**config.mk**
```make
export PLATFORM = sky130hd
export DESIGN_NAME = tsu_latency_extractor
export DESIGN_NICKNAME = d
export VERILOG_FILES = /design/src/rtl/tsu_pkg.sv /design/src/rtl/axis_ethertype_checker.sv /design/src/rtl/tsu_latency_extractor.sv
export SDC_FILE = /design/constraint.sdc
export NUM_CORES = 1
export LEC_CHECK = 0
export CAP_MARGIN = 0
export CORE_MARGIN = 1.5
export CORE_UTILIZATION = 54
export DETAILED_ROUTE_END_ITERATION = 6
export HOLD_SLACK_MARGIN = 0.06
export MAX_ROUTING_LAYER = met4
export PLACE_DENSITY = 0.82
export SETUP_SLACK_MARGIN = 0.15
export SLEW_MARGIN = 0
export SYNTH_ARGS = -nofsm -noshare
export SYNTH_HDL_FRONTEND = slang
export SYNTH_SLANG_ARGS = --single-unit
export TNS_END_PERCENT = 5
```
**constraint.sdc**
```tcl
create_clock -name mac_axis_aclk -period 10.6 [get_ports mac_axis_aclk]
set_clock_uncertainty 0.15 [all_clocks]
set_input_delay 3.18 -clock mac_axis_aclk [delete_from_list [all_inputs] [get_ports mac_axis_aclk]]
set_output_delay 3.18 -clock mac_axis_aclk [all_outputs]
set_load 0.02 [all_outputs]
```
**src/rtl/tsu_pkg.sv**
```systemverilog
// Shared definitions for the timestamp unit: the tracker state encoding,
// the default frame layout offsets, the critical EtherType and the timestamp width.
package tsu_pkg;

  typedef enum logic [1:0] {
    ST_IDLE = 2'd0,
    ST_HDR  = 2'd1,
    ST_TS   = 2'd2,
    ST_TAIL = 2'd3
  } tsu_state_e;

  localparam logic [15:0] TSU_CRIT_ETHERTYPE = 16'h88B5;
  localparam int          TSU_TX_TS_OFS      = 20;
  localparam int          TSU_RX_TS_OFS      = 28;
  localparam int          TSU_TS_W           = 64;
  localparam int          TSU_IDX_W          = 6;

  function automatic logic [TSU_IDX_W-1:0] tsu_idx(input int ofs);
    return TSU_IDX_W'(ofs);
  endfunction

endpackage

```
**src/rtl/axis_ethertype_checker.sv**
```systemverilog
// Flags the current frame as critical once bytes 12-13 (EtherType, MSB first)
// match CRIT_ETHERTYPE; the flag clears on the tlast beat.
module axis_ethertype_checker
  import tsu_pkg::*;
#(
  parameter logic [15:0] CRIT_ETHERTYPE = TSU_CRIT_ETHERTYPE
) (
  input  logic                 mac_axis_aclk,
  input  logic                 rst,
  input  logic                 beat,
  input  logic [TSU_IDX_W-1:0] byte_idx,
  input  logic [7:0]           tdata,
  input  logic                 tlast,
  output logic                 crit
);

  logic [7:0] etype_hi;

  always_ff @(posedge mac_axis_aclk or posedge rst) begin
    if (rst) begin
      etype_hi <= 8'h00;
      crit     <= 1'b0;
    end else if (beat) begin
      if (tlast) begin
        crit <= 1'b0;
      end else if (byte_idx == tsu_idx(12)) begin
        etype_hi <= tdata;
      end else if (byte_idx == tsu_idx(13)) begin
        crit <= ({etype_hi, tdata} == CRIT_ETHERTYPE);
      end
    end
  end

endmodule

```
**src/rtl/tsu_latency_extractor.sv**
```systemverilog
// Passive AXI-Stream monitor: extracts departure/arrival timestamps from critical
// frames and emits rx_ts - tx_ts. Statistics are built only with TSU_LAT_STATS_EN.
module tsu_latency_extractor
  import tsu_pkg::*;
#(
  parameter logic [15:0] CRIT_ETHERTYPE = TSU_CRIT_ETHERTYPE,
  parameter int          TX_TS_OFS      = TSU_TX_TS_OFS,
  parameter int          RX_TS_OFS      = TSU_RX_TS_OFS
) (
  input  logic                mac_axis_aclk,
  input  logic                rst,
  input  logic                s_axis_tvalid,
  input  logic                s_axis_tready,
  input  logic [7:0]          s_axis_tdata,
  input  logic                s_axis_tlast,
  output logic                lat_valid,
  input  logic                lat_ready,
  output logic [TSU_TS_W-1:0] lat_value,
  output logic                lat_neg,
  output logic [15:0]         lat_drop_cnt,
  input  logic                stat_clr,
  output logic [31:0]         stat_cnt,
  output logic [TSU_TS_W-1:0] stat_min,
  output logic [TSU_TS_W-1:0] stat_max,
  output tsu_state_e          state_dbg
);

  localparam logic [TSU_IDX_W-1:0] TX_FIRST = tsu_idx(TX_TS_OFS);
  localparam logic [TSU_IDX_W-1:0] TX_LAST  = tsu_idx(TX_TS_OFS + 7);
  localparam logic [TSU_IDX_W-1:0] RX_FIRST = tsu_idx(RX_TS_OFS);
  localparam logic [TSU_IDX_W-1:0] RX_LAST  = tsu_idx(RX_TS_OFS + 7);
  localparam logic [TSU_IDX_W-1:0] MIN_LAST = tsu_idx(RX_TS_OFS + 8);

  logic                 beat;
  logic [TSU_IDX_W-1:0] byte_idx;
  tsu_state_e           state, state_n;
  logic [TSU_TS_W-1:0]  tx_ts, rx_ts;
  logic                 crit;
  logic                 rec_load, rec_accept, rec_neg;
  logic [TSU_TS_W-1:0]  rec_value;

  assign beat      = s_axis_tvalid & s_axis_tready;
  assign state_dbg = state;

  always_ff @(posedge mac_axis_aclk or posedge rst) begin
    if (rst) begin
      byte_idx <= '0;
      state    <= ST_IDLE;
    end else begin
      state <= state_n;
      if (beat) begin
        if (s_axis_tlast)       byte_idx <= '0;
        else if (byte_idx != '1) byte_idx <= byte_idx + 1'b1;
      end
    end
  end

  always_comb begin
    state_n = state;
    if (beat) begin
      if (s_axis_tlast) begin
        state_n = ST_IDLE;
      end else begin
        case (state)
          ST_IDLE: state_n = ST_HDR;
          ST_HDR:  if (byte_idx == TX_FIRST) state_n = ST_TS;
          ST_TS:   if (byte_idx == RX_LAST) state_n = ST_TAIL;
          default: state_n = state;
        endcase
      end
    end
  end

  // Eight shifts fully overwrite each timestamp, so a short frame leaves no residue.
  always_ff @(posedge mac_axis_aclk or posedge rst) begin
    if (rst) begin
      tx_ts <= '0;
      rx_ts <= '0;
    end else if (beat) begin
      if (byte_idx >= TX_FIRST && byte_idx <= TX_LAST) tx_ts <= {tx_ts[TSU_TS_W-9:0], s_axis_tdata};
      if (byte_idx >= RX_FIRST && byte_idx <= RX_LAST) rx_ts <= {rx_ts[TSU_TS_W-9:0], s_axis_tdata};
    end
  end

  axis_ethertype_checker #(
    .CRIT_ETHERTYPE(CRIT_ETHERTYPE)
  ) u_etype (
    .mac_axis_aclk(mac_axis_aclk),
    .rst          (rst),
    .beat         (beat),
    .byte_idx     (byte_idx),
    .tdata        (s_axis_tdata),
    .tlast        (s_axis_tlast),
    .crit         (crit)
  );

  assign rec_load   = beat & s_axis_tlast & crit & (byte_idx >= MIN_LAST);
  assign rec_value  = rx_ts - tx_ts;
  assign rec_neg    = (rx_ts < tx_ts);
  assign rec_accept = rec_load & (~lat_valid | lat_ready);

  // Record handshake: lat_value/lat_neg are held while lat_valid=1 and lat_ready=0;
  // a record transfers in any cycle with lat_valid=1 and lat_ready=1.
  always_ff @(posedge mac_axis_aclk or posedge rst) begin
    if (rst) begin
      lat_valid    <= 1'b0;
      lat_value    <= '0;
      lat_neg      <= 1'b0;
      lat_drop_cnt <= '0;
    end else if (rec_accept) begin
      lat_valid <= 1'b1;
      lat_value <= rec_value;
      lat_neg   <= rec_neg;
    end else begin
      if (rec_load && lat_drop_cnt != 16'hFFFF) lat_drop_cnt <= lat_drop_cnt + 16'd1;
      if (lat_valid && lat_ready) lat_valid <= 1'b0;
    end
  end

`ifdef TSU_LAT_STATS_EN
  always_ff @(posedge mac_axis_aclk or posedge rst) begin
    if (rst) begin
      stat_cnt <= '0;
      stat_min <= '1;
      stat_max <= '0;
    end else if (stat_clr) begin
      stat_cnt <= '0;
      stat_min <= '1;
      stat_max <= '0;
    end else if (rec_accept) begin
      if (stat_cnt != '1) stat_cnt <= stat_cnt + 32'd1;
      if (!rec_neg) begin
        if (rec_value < stat_min) stat_min <= rec_value;
        if (rec_value > stat_max) stat_max <= rec_value;
      end
    end
  end
`else
  logic unused_stat_clr;
  assign unused_stat_clr = stat_clr;
  assign stat_cnt = '0;
  assign stat_min = '0;
  assign stat_max = '0;
`endif

endmodule

```
* Yosys cells after proc, flatten, opt, wreduce, memory -nomap -nowiden
Cells that the tools add are included.
Storage, ports and cells: latch bits 0, bits in read-only memories 0, memories kept 0, memory bits (writable) 0, bits in registers 227
Cells by class: eq/ne operators 12, shift-type cells 0, reduce and logical (&&, ||, !) cells 16, bitwise gates (word level) 9, $mul 0, add/sub/neg operators 3, multiplexer cells 11, order comparisons 6, div/mod/pow operators 0
Operators with widths (number):
- 64-bit less-than comparator | 1
- 64-bit subtractor | 1
- 16-bit by 1-bit adder with 16-bit output, second input constant | 1
- 16-bit equality test, second input constant | 1
- 16-bit inequality test, second input constant | 1
- 6-bit by 4-bit equality test with 1-bit output, second input constant | 2
- 6-bit by 5-bit greater-or-equal comparator with 1-bit output, second input constant | 2
- 6-bit 2-to-1 mux | 2
- 2-bit AND reduction | 4
- 6-bit by 1-bit adder with 6-bit output, second input constant | 1
- 6-bit by 5-bit equality test with 1-bit output, second input constant | 1
- 6-bit equality test, second input constant | 1
- 6-bit greater-or-equal comparator, second input constant | 1
- 6-bit by 5-bit <= comparator with 1-bit output, second input constant | 1
- 6-bit <= comparator, second input constant | 1
- 2-bit 2-to-1 mux | 3
- 3-bit inequality test, second input constant | 2
- 6-bit inequality test, second input constant | 1
- 2-bit one-hot mux with 3 select lines | 1
- 3-bit AND reduction | 2
- 2-bit nonzero test | 3
- 1-bit AND | 5
- 1-bit 2-to-1 mux | 5
- 1-bit logical AND | 4
- 8 further kinds | 10

* Longest topological paths before layout
depth in word-level cells 7, mapped depth 14, depth with buffers taken out 13

* Hierarchy
Synthesis repeated with hierarchy kept, for this count alone.
Unflattened totals: cells, all modules 1485, area total of the unflattened synthesis 13708.1 µm²
By module, submodules not included:
- tsu_latency_extractor | area each 13275.2 µm², cells each 1452, sequential area each 5455.2 µm², times used 1
- axis_ethertype_checker | area each 432.9 µm², cells each 33, sequential area each 225.2 µm², times used 1

* Worst setup path before layout
OpenSTA, ideal clock, no wires.
path type in2reg, start point input port s_axis_tvalid, end point register lat_drop_cnt[14], library setup time 129 ps, stages 8, data arrival time 4722 ps, required time 10321 ps, buffers on the path 1, slack 5599 ps, cells stage by stage nand2_1 nor2_1 nand4b_1 nor3_2 and4_1 clkbuf_1 nand4_1 xnor2_1
Between the ends: longest elaborated chain between the ends 7
Ends and longest elaborated chain:
- start: declaration | RTL line tsu_latency_extractor.sv:12 | input logic s_axis_tvalid,
- 1-bit AND * | RTL line tsu_latency_extractor.sv:42 | assign beat = s_axis_tvalid & s_axis_tready;
- 1-bit AND * (3 in a row) | RTL line tsu_latency_extractor.sv:97 | assign rec_load = beat & s_axis_tlast & crit & (byte_idx >= MIN_LAST);
- 1-bit AND | RTL line tsu_latency_extractor.sv:100 | assign rec_accept = rec_load & (~lat_valid | lat_ready);
- 1-bit inverter (no line)
- 2-bit AND reduction (no line) *
- end signal: assignment | RTL line tsu_latency_extractor.sv:115 | if (rec_load && lat_drop_cnt != 16'hFFFF) lat_drop_cnt <= lat_drop_cnt + 16'd1;
- end: declaration | RTL line tsu_latency_extractor.sv:20 | output logic [15:0] lat_drop_cnt,
Mark *: on every way between the ends. The rest lies on a longest branch, timed or not. A chain may end at the register's enable or synchronous reset.

* Worst setup path in the final report
start point input port s_axis_tlast, end point register lat_neg
Between the ends: longest elaborated chain between the ends 4
Ends and longest elaborated chain:
- start: declaration | RTL line tsu_latency_extractor.sv:15 | input logic s_axis_tlast,
- 1-bit AND (3 in a row) | RTL line tsu_latency_extractor.sv:97
- 1-bit AND | RTL line tsu_latency_extractor.sv:100
- end signal: assignment | RTL line tsu_latency_extractor.sv:113 | lat_neg <= rec_neg;
- end: declaration | RTL line tsu_latency_extractor.sv:19 | output logic lat_neg,
No other way between the ends.

==> results.tsv <==
stage	metric	value	unit
routing	1st-iter DRT viols	825	
floorplan	Initial Utilization	55.2	%
clocking	Clk Tree Root Cell	clkbuf_16	
clocking	CTS Buf Count	26	
floorplan	Die Y	164	µm
setup_path	Largest stage delay, worst path	680	ps
synth	most numerous cell in the Yosys netlist	dfrtp_1	
final_layout	antenna diode count	0	
power_and_ir_drop	maximum VDD drop	148	µV
routing	Post-Route WL	32.0	mm
power_and_ir_drop	Pleak	7.49	nW
timing	setup TNS	0	ps
clocking	TritonCTS clock tree	yes	
setup_path	CP Class	in2reg	
synth	Yosys Warn Count	0	
timing	final-report hold violation count	0	
timing	min Tclk post-route	5850	ps
routing	per-cell routed wire length	16.8	µm
setup_path	startpoint types	input pin	
global_route	GR Overflow Total	0	
clocking	Sink Count	227	
global_route	vias in the first global route	10100	
timing	worst slew pin tran	1020	ps
placement	placed insts	1858	
global_route	total track usage	24.9	%
floorplan	die width	164	µm
final_layout	synthesis-to-finish area growth	10.5	%
routing	via total after detailed routing	10400	
synth	Synth Register Bits	227	
synth	Syn Area/Cell	9.35	µm²
placement	DPL Wire Length	23.5	mm
synth	number of synthesized flops with an enable pin	0	
setup_path	CP Data Arrival Time	6180	ps
final_layout	fraction of layout cells with a size suffix above 1	10.0	%
flow_run	max-cap violations	0	
placement	IO buf count	97	
clocking	worst-skew pair later-pin latency	540	ps
clocking	CTS resizes	0	
synth	synthesized instance count	1491	
setup_path	CP Capture Type	flip-flop	
timing	RSZ-0062 raised after global routing	no	
routing	1st-pass router iterations	5	
timing	Slew Limit Headroom	32.1	%
synth	Synth top cells by count	227 x dfrtp_1, 177 x nand2_1, 161 x buf_4, 146 x o21ai_0, 90 x inv_1	
setup_path	Worst Path Required	10930	ps
routing	vias per cell	5.48	
synth	area leader, netlist	dfrtp_1	
synth	synthesized cell area	13900	µm²
global_route	global-route wire length before repair	52.0	mm
clocking	clock-pin slew on the worst setup and hold paths	60	ps
timing	max-slew violations	0	
hold_path	type of the most critical hold path	reg2reg	
clocking	# hold bufs at CTS	0	
floorplan	die area	26800	µm²
floorplan	Site Rows	58	
placement	placer congestion estimate	0.907	
routing	Remaining DRCs	0	
clocking	clk buf depth	3	
timing	Final Setup Violations	0	
floorplan	core region area	25300	µm²
setup_path	worst-path fanout max	88	
synth	area share of the largest cell type after synthesis	40.8	%
global_route	initial antenna violation count	0	
synth	Seq/Total Area, Yosys	40.8	%
setup_path	Crit-path slowest cell	clkdlybuf4s50_1	
synth	top cells by area, synth	dfrtp_1 41%, buf_4 8.7%, ha_1 6.4%	
global_route	largest net degree at the start of global routing	148	
power_and_ir_drop	PD cells	133	nW/µm²
floorplan	Ports	259	
synth	Synth cell types	78	
synth	Primary FF master, synth	dfrtp_1	
final_layout	nets@finish	1643	
run_status	status	finished clean	
routing	post-route ant nets	0	
synth	Async SR Flop Fraction	100	%
timing	max frequency	0.171	GHz
timing	crit share post-route	55.2	%
final_layout	Non-Filler Instances	1903	
clocking	Setup Fix Bufs, Post-CTS	0	
setup_path	ordered cell list for the critical path	clkdlybuf4s50_1 -> inv_1 -> nor2_1 -> nand4b_1 -> nand2b_4 -> buf_4 -> a2111oi_0 -> a21o_1	
clocking	CTS HTree Levels	1	
-- state kept, by name, summed over array words and instances (netlist names) --
register and count:
lat_value 64, rx_ts 64, tx_ts 64, lat_drop_cnt 16, u_etype.etype_hi 8, byte_idx 6, state_dbg 2, lat_neg 1
lat_valid 1, u_etype.crit 1
-- per-layer routing --
metal | vias up | global-route usage (%) | wire length (µm)
met2 | 308 | 41.8 | 16000
met3 | 56 | 2.54 | 1430
met1 | 5129 | 31.9 | 13700
met4 | 0 | 7.36 | 835
met5 | - | - | 0
li1 | 4938 | - | -
-- stage by stage --
stage	power [mW]	setup WS [ps]	hold WS, ps	cell area (µm²)	util, %
final	2.06	4750	327	15400	61.0
after global routing	2.14	4470	355	15400	61.0
after CTS	2.07	4770	326	15400	61.0
after detailed placement	1.13	4240	319	14500	57.4
after global placement	1.12	4240	307	14500	57.4
after floorplan	1.13	1050	300	14500	-
-- power by group --
part | total, mW | switching, mW | internal, mW | leakage, nW
logic | 0.210 | 0.153 | 0.0570 | 4.21
clock network | 0.938 | 0.358 | 0.581 | 0.437
registers | 0.908 | 0.0177 | 0.890 | 2.84
-- layout by cell type, fill, tap and decap left out, drive strengths merged, types with 30 or more instances in the layout --
master,n
dfrtp,227
nand2,178
o21ai,170
conb,160
clkdlybuf4s50,97
inv,91
mux2,74
a21oi,73
ha,71
xnor2,44
nor2,44
a21o,38
clkbuf,35
xor2,30
-- final timing paths --
| check | endpoint | depth (start not counted) | slack (ps) | startpoint |
|---|---|---|---|---|
| worst max-delay path | lat_neg | 8 | 4750 | s_axis_tlast |
| worst min-delay path | lat_value[41] | 2 | 330 | lat_value[41] |
| worst max register to register | lat_value[62] | 12 | 6980 | tx_ts[0] |
| worst min register to register | lat_value[41] | 2 | 330 | lat_value[41] |
| max in group asynchronous | tx_ts[28] | 3 | 5530 | rst |
| min in group asynchronous | lat_value[60] | 2 | 3140 | rst |
-- cell families after synthesis --
family	after synthesis	synth area share, %
and+or+nand+nor	357	12.1
DFF	227	40.8
AOI/OAI and AO/OA	369	16.8
buffers and inverters	316	13.1
muxes	75	6.05
other	1	0.0269
adders and majority gates	72	6.52
xor gates and xnor gates	74	4.65
-- layout make-up --
class | instances | area (µm²)
clock buffers | 35 | 734
clock inverters | 10 | 166
inverters | 91 | 349
multi-input cells | 1107 | 7050
well taps | 330 | 413
repair buffers | 103 | 1020
fillers | 2159 | 9850
flip-flops and latches | 227 | 5680
-- worst max-delay path, delay by kind of cell --
family	cells	cell delay [ps]
AO/OA/AOI/OAI	2	690
buffers and inverters	3	1270
AND/OR/NAND/NOR	3	1010
No activity file was read; power rests on OpenSTA's default activity.
